===== src/rtl/dac_xy_tx_if.sv =====
// Valid/ready sample stream carrying one X/Y pair per transfer into dac_xy_tx.
interface dac_xy_tx_if #(
    parameter int DATA_BITS = 10
);
    logic                 s_valid;
    logic                 s_ready;
    logic [DATA_BITS-1:0] s_x;
    logic [DATA_BITS-1:0] s_y;

    modport master (output s_valid, s_x, s_y, input s_ready);
    modport slave  (input s_valid, s_x, s_y, output s_ready);
endinterface


===== src/rtl/dac_xy_tx.sv =====
// Paced XY DAC transmitter: small sample FIFO drained at one pair per CLK_DIV clocks.
// Optional build macro DAC_XY_TX_BLANK_ON_UNDERFLOW_EN parks both buses at midscale on underflow.
module dac_xy_tx #(
    parameter int DATA_BITS = 10,
    parameter int ADDR_SIZE = 2,
    parameter int CLK_DIV   = 4
) (
    input  logic                 clk,
    input  logic                 rst_n,
    input  logic                 en,
    dac_xy_tx_if.slave           s,
    output logic [DATA_BITS-1:0] dac_x_bus,
    output logic [DATA_BITS-1:0] dac_y_bus,
    output logic                 dac_clk,
    output logic                 underflow,
    output logic                 idle
);
    localparam int DEPTH = 2 ** ADDR_SIZE;
    localparam int DIV_W = $clog2(CLK_DIV);
    localparam logic [DIV_W-1:0]   DIV_LAST = DIV_W'(CLK_DIV - 1);
    localparam logic [DIV_W-1:0]   DIV_HALF = DIV_W'(CLK_DIV / 2);
    localparam logic [ADDR_SIZE:0] FULL_CNT = {1'b1, {ADDR_SIZE{1'b0}}};
`ifdef DAC_XY_TX_BLANK_ON_UNDERFLOW_EN
    localparam logic [DATA_BITS-1:0] MID = {1'b1, {(DATA_BITS-1){1'b0}}};
`endif

    logic [2*DATA_BITS-1:0] mem [DEPTH];
    logic [ADDR_SIZE-1:0]   wptr;
    logic [ADDR_SIZE-1:0]   rptr;
    logic [ADDR_SIZE:0]     count;
    logic [DIV_W-1:0]       div_cnt;
    logic [DIV_W-1:0]       div_nxt;
    logic                   full;
    logic                   empty;
    logic                   push;
    logic                   pop;
    logic                   tick;

    assign full      = (count == FULL_CNT);
    assign empty     = (count == '0);
    assign s.s_ready = !full;
    assign idle      = empty;
    assign push      = s.s_valid && !full;
    assign tick      = en && (div_cnt == DIV_LAST);
    // Pop decision uses the pre-edge count, so a same-edge push never bypasses to the buses.
    assign pop       = tick && !empty;

    always_comb begin
        div_nxt = '0;
        if (en && (div_cnt != DIV_LAST)) begin
            div_nxt = div_cnt + 1'b1;
        end
    end

    always_ff @(posedge clk) begin
        if (push) begin
            mem[wptr] <= {s.s_x, s.s_y};
        end
    end

    always_ff @(posedge clk or negedge rst_n) begin
        if (!rst_n) begin
            wptr      <= '0;
            rptr      <= '0;
            count     <= '0;
            div_cnt   <= '0;
            dac_x_bus <= '0;
            dac_y_bus <= '0;
            dac_clk   <= 1'b0;
            underflow <= 1'b0;
        end else begin
            div_cnt   <= div_nxt;
            dac_clk   <= en && (div_nxt >= DIV_HALF);
            underflow <= tick && empty;

            if (push) begin
                wptr <= wptr + 1'b1;
            end

            case ({push, pop})
                2'b10:   count <= count + 1'b1;
                2'b01:   count <= count - 1'b1;
                default: count <= count;
            endcase

            if (pop) begin
                {dac_x_bus, dac_y_bus} <= mem[rptr];
                rptr <= rptr + 1'b1;
            end
`ifdef DAC_XY_TX_BLANK_ON_UNDERFLOW_EN
            else if (tick) begin
                dac_x_bus <= MID;
                dac_y_bus <= MID;
            end
`endif
        end
    end
endmodule

===== src/flat_wrapper.sv =====
// flat-port wrapper written by rule: the top's interface ports become plain ports
module dac_xy_tx_flat 
#(
    parameter int DATA_BITS = 10,
    parameter int ADDR_SIZE = 2,
    parameter int CLK_DIV   = 4
)
  (clk, rst_n, en, dac_x_bus, dac_y_bus, dac_clk, underflow, idle, s_s_valid, s_s_x, s_s_y, s_s_ready);
  dac_xy_tx_if #(.DATA_BITS(DATA_BITS)) s_i ();
  input  logic clk;
  input  logic rst_n;
  input  logic en;
  output logic [DATA_BITS-1:0] dac_x_bus;
  output logic [DATA_BITS-1:0] dac_y_bus;
  output logic dac_clk;
  output logic underflow;
  output logic idle;
  input wire logic [$bits(s_i.s_valid)-1:0] s_s_valid;
  input wire logic [$bits(s_i.s_x)-1:0] s_s_x;
  input wire logic [$bits(s_i.s_y)-1:0] s_s_y;
  output wire logic [$bits(s_i.s_ready)-1:0] s_s_ready;
  assign s_i.s_valid = s_s_valid;
  assign s_i.s_x = s_s_x;
  assign s_i.s_y = s_s_y;
  assign s_s_ready = s_i.s_ready;
  dac_xy_tx #(.DATA_BITS(DATA_BITS), .ADDR_SIZE(ADDR_SIZE), .CLK_DIV(CLK_DIV)) u_core (.clk(clk), .rst_n(rst_n), .en(en), .s(s_i), .dac_x_bus(dac_x_bus), .dac_y_bus(dac_y_bus), .dac_clk(dac_clk), .underflow(underflow), .idle(idle));
endmodule

===== config.mk =====
export PLATFORM = sky130hd
export DESIGN_NAME = dac_xy_tx_flat
export DESIGN_NICKNAME = d
export VERILOG_FILES = /design/src/rtl/dac_xy_tx_if.sv /design/src/rtl/dac_xy_tx.sv /design/src/flat_wrapper.sv
export SDC_FILE = /design/constraint.sdc
export NUM_CORES = 1
export LEC_CHECK = 0
export CAP_MARGIN = 20
export CORE_MARGIN = 5
export CORE_UTILIZATION = 55
export CTS_CLUSTER_SIZE = 12
export DETAILED_ROUTE_END_ITERATION = 6
export GPL_ROUTABILITY_DRIVEN = 0
export GPL_TIMING_DRIVEN = 0
export HOLD_SLACK_MARGIN = 0.12
export MAX_ROUTING_LAYER = met4
export PLACE_DENSITY = 0.78
export SYNTH_ARGS = -nofsm -noshare
export SYNTH_HDL_FRONTEND = slang
export SYNTH_SLANG_ARGS = --single-unit

===== constraint.sdc =====
create_clock -name clk -period 2.7 [get_ports clk]
set_clock_uncertainty 0.1 [all_clocks]
set_input_delay 0.54 -clock clk [delete_from_list [all_inputs] [get_ports clk]]
set_output_delay 0.54 -clock clk [all_outputs]
set_load 0.1 [all_outputs]

==> results by stage <==
Outcome:
- The run finished with clean final reports.

Die:
- Once the floorplan was initialized, standard cells occupied 57.3% of the core.
- The count of pins on the block boundary is 48.
- The die is 97.4 microns wide.
- The floorplan step defined a die boundary enclosing 9490 sq um.
- After floorplanning, the core was sized to cover 7330 sq um.
- The floorplan die height is 97.4 microns.
- The row count is 31.

Critical path:
- The critical path starts at u_core.count[2].
- In this run the critical register-to-register path is captured at u_core.count[2].
- The worst register-to-register path begins at u_core.div_cnt[0].
- Following the worst setup path forward leads to its endpoint at s_s_ready.
- The maximum fanout encountered on the critical timing path is 6.
- The element type at the critical path start is a flop.
- The setup check on the worst reg-to-reg path leaves a slack of 0.29 ns.
- The arrival time of data at the critical path endpoint is 1.94 ns.
- The critical path in this run is classified as reg -> out.
- The critical path data required time is 2.06 ns.
- The critical path endpoint category is an output pin.
- The length in cells of the worst reg-to-reg path is 10.

Global route:
- The initial antenna violation count is 0.
- The number of global-route vias before repair was 2316.
- The wire length of the first global-routing pass is 11.7 mm.
- Entering global routing, the biggest net connects 32 pins.
- Across every metal layer, demand over resource in global routing totals 16.5%.
- Global routing finished with a remaining overflow of 0.

Clocking:
- The CTS buffer count is 9.
- The source-to-sink clock delay at the later pin of the worst-skew pair is 0.36 ns.
- The clock tree from TritonCTS is built.
- After clock tree synthesis, the clock-pin slew on the worst setup and hold paths is 0.10 ns.
- CTS built an H-tree with a depth of 3.
- Clock tree synthesis selected as its root buffer the cell sky130_fd_sc_hd__clkbuf_8.
- The buffer levels on the longest clock path is 2.
- The clock net in this run drives a total of 111 sinks.
- The number of buffers inserted by hold repair at cts is 0.

Placement:
- After detailed placement, the design holds a cell count of 381.
- The count of buffers added on input and output ports is 47.
- The HPWL reported at the end of detailed placement is 4.41 mm.
- The worst setup slack after placement is -0.236 ns.

Yosys:
- Counting flops and latches in the post-synthesis netlist gives 111.
- The count of warnings emitted by yosys is 0.
- The mean instance size in the synthesized netlist is 17.9 sq um.
- The number of different library cells used by synthesis comes to 23.
- In the synthesized netlist, the number of instances is 235.
- The mapped netlist covers 4200 sq um.
- The sequential fraction of the synthesis area is 75.6%.
- The number of nets produced by synthesis is 266.

Route:
- The number of design-rule violations left by the first detailed-router iteration is 101.
- The antenna violation net count after detailed routing is 0.
- The first TritonRoute pass finished after 4 iterations.
- The DRC violations left is 0.
- The per-cell routed wire length is 17.5 microns.
- The sum of routed wire length over all layers is 6.95 mm.
- Summing over every cut layer, the via total after detailed routing is 2085.
- The via density per instance is 5.25.

Flow run:
- Across the run, the number of max-cap violations was 0.

Power and ir drop:
- The clock share of power is 17.6%.
- The fraction of power consumed by combinational cells is 40.8%.
- The cell-internal power is 0.00359 W.
- In this run the power density over the cells is 1190 nW/um^2.
- Summed over all nets, the switching power comes to 0.00239 W.
- The proportion of total power due to net switching is 40.0%.
- The analysis attributes to cell leakage a power of 1.90 nW.
- The peak supply drop is 568 uV.
- Sequential cells account for 41.6% of the total power.

Timing:
- The slew at the pin with the worst max-slew slack is 0.999 ns.
- The max-slew violation count was 0.
- Setup repair after global routing left no endpoint under its margin.
- Counting I/O delays and the setup requirement, the final critical path takes 2.58 ns.
- The final setup slack of the worst path is 0.115 ns.
- The hold violation count in the final report came to 0.
- Setup violations remaining at the end of the flow were counted as 0.
- On the final layout, the worst hold slack is 0.127 ns.
- Measured against its own limit, the worst slew margin works out to 33.2%.
- Based on the critical path, the design can be clocked at up to 387 MHz.
- In the final timing run, aggregate negative setup slack is 0 ns.
- The share of the clock period used by the worst path after layout is 95.7%.

Finish:
- Measured on the finished design, the core utilization comes to 68.4%.
- The fraction of layout cells with a size suffix above 1 is 16.4%.
- The net count of the finished layout is 324.
- Compared with the post-synthesis result, the final layout area differs by 19.2%.
- The filler cells instantiated in the layout total 483.
- The multi-input combinational cells in the finished layout cover a total of 963 sq um.
- 0 antenna diodes ended up in the layout.
- The total area of sequential cells is 3180 sq um.
- The filler-free cell count of the finished design is 397.

Min path:
- The path class of the tightest hold or removal check is in -> async.
[layer usage]
metal / GRT usage, % / vias up / routed length (microns)
met2: 26.4 / 34 / 3580
met3: 3.66 / 9 / 221
met1: 21.1 / 1068 / 3050
met4: 5.75 / 0 / 103
li1: - / 974 / -
met5: - / - / 0
[critical path, stage by stage (launching register included)]
cell and delay, ns:
sky130_fd_sc_hd__dfrtp_1 0.44, sky130_fd_sc_hd__or3b_4 0.29, sky130_fd_sc_hd__dlygate4sd2_1 0.86
[layout make-up]
type / instances / area share, %
tap: 99 / 2.47
buffer: 8 / 0.824
clock inverter: 4 / 1.40
multi-input combinational: 109 / 19.2
inverter: 7 / 0.524
sequential: 111 / 63.4
timing repair buffer: 47 / 9.24
clock buffer: 12 / 2.90
[per-stage QoR]
step,total power [W],instance area [sq um]
4_1_cts,0.00604,5010
2_1_floorplan,0.00439,4210
5_1_grt,0.00629,5010
3_5_place_dp,0.00500,4800
6_report,0.00598,5010
3_3_place_gp,0.00495,4800
[synth_stat cells, drive strengths merged]
library cell | number | area (sq um)
and2 | 1 | 8.76
and3 | 5 | 36.3
and3b | 2 | 17.5
buf | 5 | 30.0
clkbuf | 3 | 11.3
dfrtp | 31 | 776
edfxtp | 80 | 2400
fa | 1 | 20.0
ha | 6 | 75.1
inv | 7 | 26.3
mux2 | 1 | 15.0
mux2i | 1 | 10.0
mux4 | 20 | 450
nand2 | 61 | 229
nor2 | 1 | 3.75
nor3 | 1 | 5.00
nor3b | 1 | 7.51
o311ai | 1 | 16.3
or3b | 1 | 11.3
xnor2 | 4 | 35.0
xor2 | 2 | 17.5
[placed cells by master (no fill, tap or decap)]
cell type                         netlist  final
sky130_fd_sc_hd__clkbuf_1               3      5
sky130_fd_sc_hd__clkdlybuf4s50_1        0     44
sky130_fd_sc_hd__buf_2                  3      4
sky130_fd_sc_hd__and3_1                 1      1
sky130_fd_sc_hd__dlygate4sd2_1          0      2
sky130_fd_sc_hd__inv_1                  7      7
sky130_fd_sc_hd__and2_4                 1      1
sky130_fd_sc_hd__clkinv_2               0      2
sky130_fd_sc_hd__ha_1                   6      6
sky130_fd_sc_hd__xnor2_1                4      4
sky130_fd_sc_hd__nor3_2                 0      1
sky130_fd_sc_hd__mux4_2                20     20
sky130_fd_sc_hd__dfrtp_1               31     31
sky130_fd_sc_hd__nand2_1               61     61
sky130_fd_sc_hd__clkbuf_8               0     10
sky130_fd_sc_hd__o311ai_2               1      1
sky130_fd_sc_hd__bufinv_16              0      2
sky130_fd_sc_hd__or3b_4                 1      1
sky130_fd_sc_hd__nor3b_1                1      1
sky130_fd_sc_hd__nor2_1                 1      1
sky130_fd_sc_hd__mux2_4                 1      1
sky130_fd_sc_hd__edfxtp_1              80     80
sky130_fd_sc_hd__mux2i_1                1      1
sky130_fd_sc_hd__and3b_1                2      2
sky130_fd_sc_hd__and3_2                 4      4
sky130_fd_sc_hd__fa_1                   1      1
sky130_fd_sc_hd__buf_4                  2      2
sky130_fd_sc_hd__xor2_1                 2      2
[state kept, by name, summed over array words and instances (netlist names)]
| register | cells |
|---|---|
| u_core.wptr | 2 |
| u_core.div_cnt | 2 |
| u_core.underflow | 1 |
| u_core.count | 3 |
| u_core.dac_x_bus | 10 |
| u_core.dac_clk | 1 |
| u_core.rptr | 2 |
| u_core.mem | 80 |
| u_core.dac_y_bus | 10 |
[kinds of logic (layout without fill, tap and decap cells)]
kind of cell             count (synthesis)  count (layout)  synth area share [%]
flip-flops                             111             111                  75.6
AND/OR/NAND/NOR                         73              73                  7.59
multiplexers                            22              22                  11.3
buffers and inverters                   15              78                  1.61
adder cells (fa/ha/maj)                  7               7                  2.26
XOR/XNOR                                 6               6                  1.25
AO/OA/AOI/OAI                            1               1                 0.387
[what timing repair did]
item                                    4_1_cts  5_1_grt
gates resized for setup                       2        0
endpoints found under the setup margin        2        0
buffers inserted                              0        0
[worst min-delay path by stage]
stage | startpoint | end | cells past startpoint
floorplan | rst_n | u_core.count[0] | 0
global placement | u_core.div_cnt[0] | u_core.div_cnt[0] | 1
detailed placement | u_core.div_cnt[0] | u_core.div_cnt[0] | 1
CTS | rst_n | u_core.dac_x_bus[7] | 1
global route | rst_n | u_core.dac_x_bus[7] | 1
finish | rst_n | u_core.dac_y_bus[7] | 1
[power groups by stage]
stage	sequential [W]	combinational, W	clock, W
detailed placement	0.00253	0.00247	0
finish	0.00249	0.00244	0.00105
floorplan	0.00346	0.000932	0
CTS	0.00249	0.00247	0.00107
global route	0.00254	0.00259	0.00116
global placement	0.00250	0.00244	0
No activity file was read; power rests on OpenSTA's default activity.
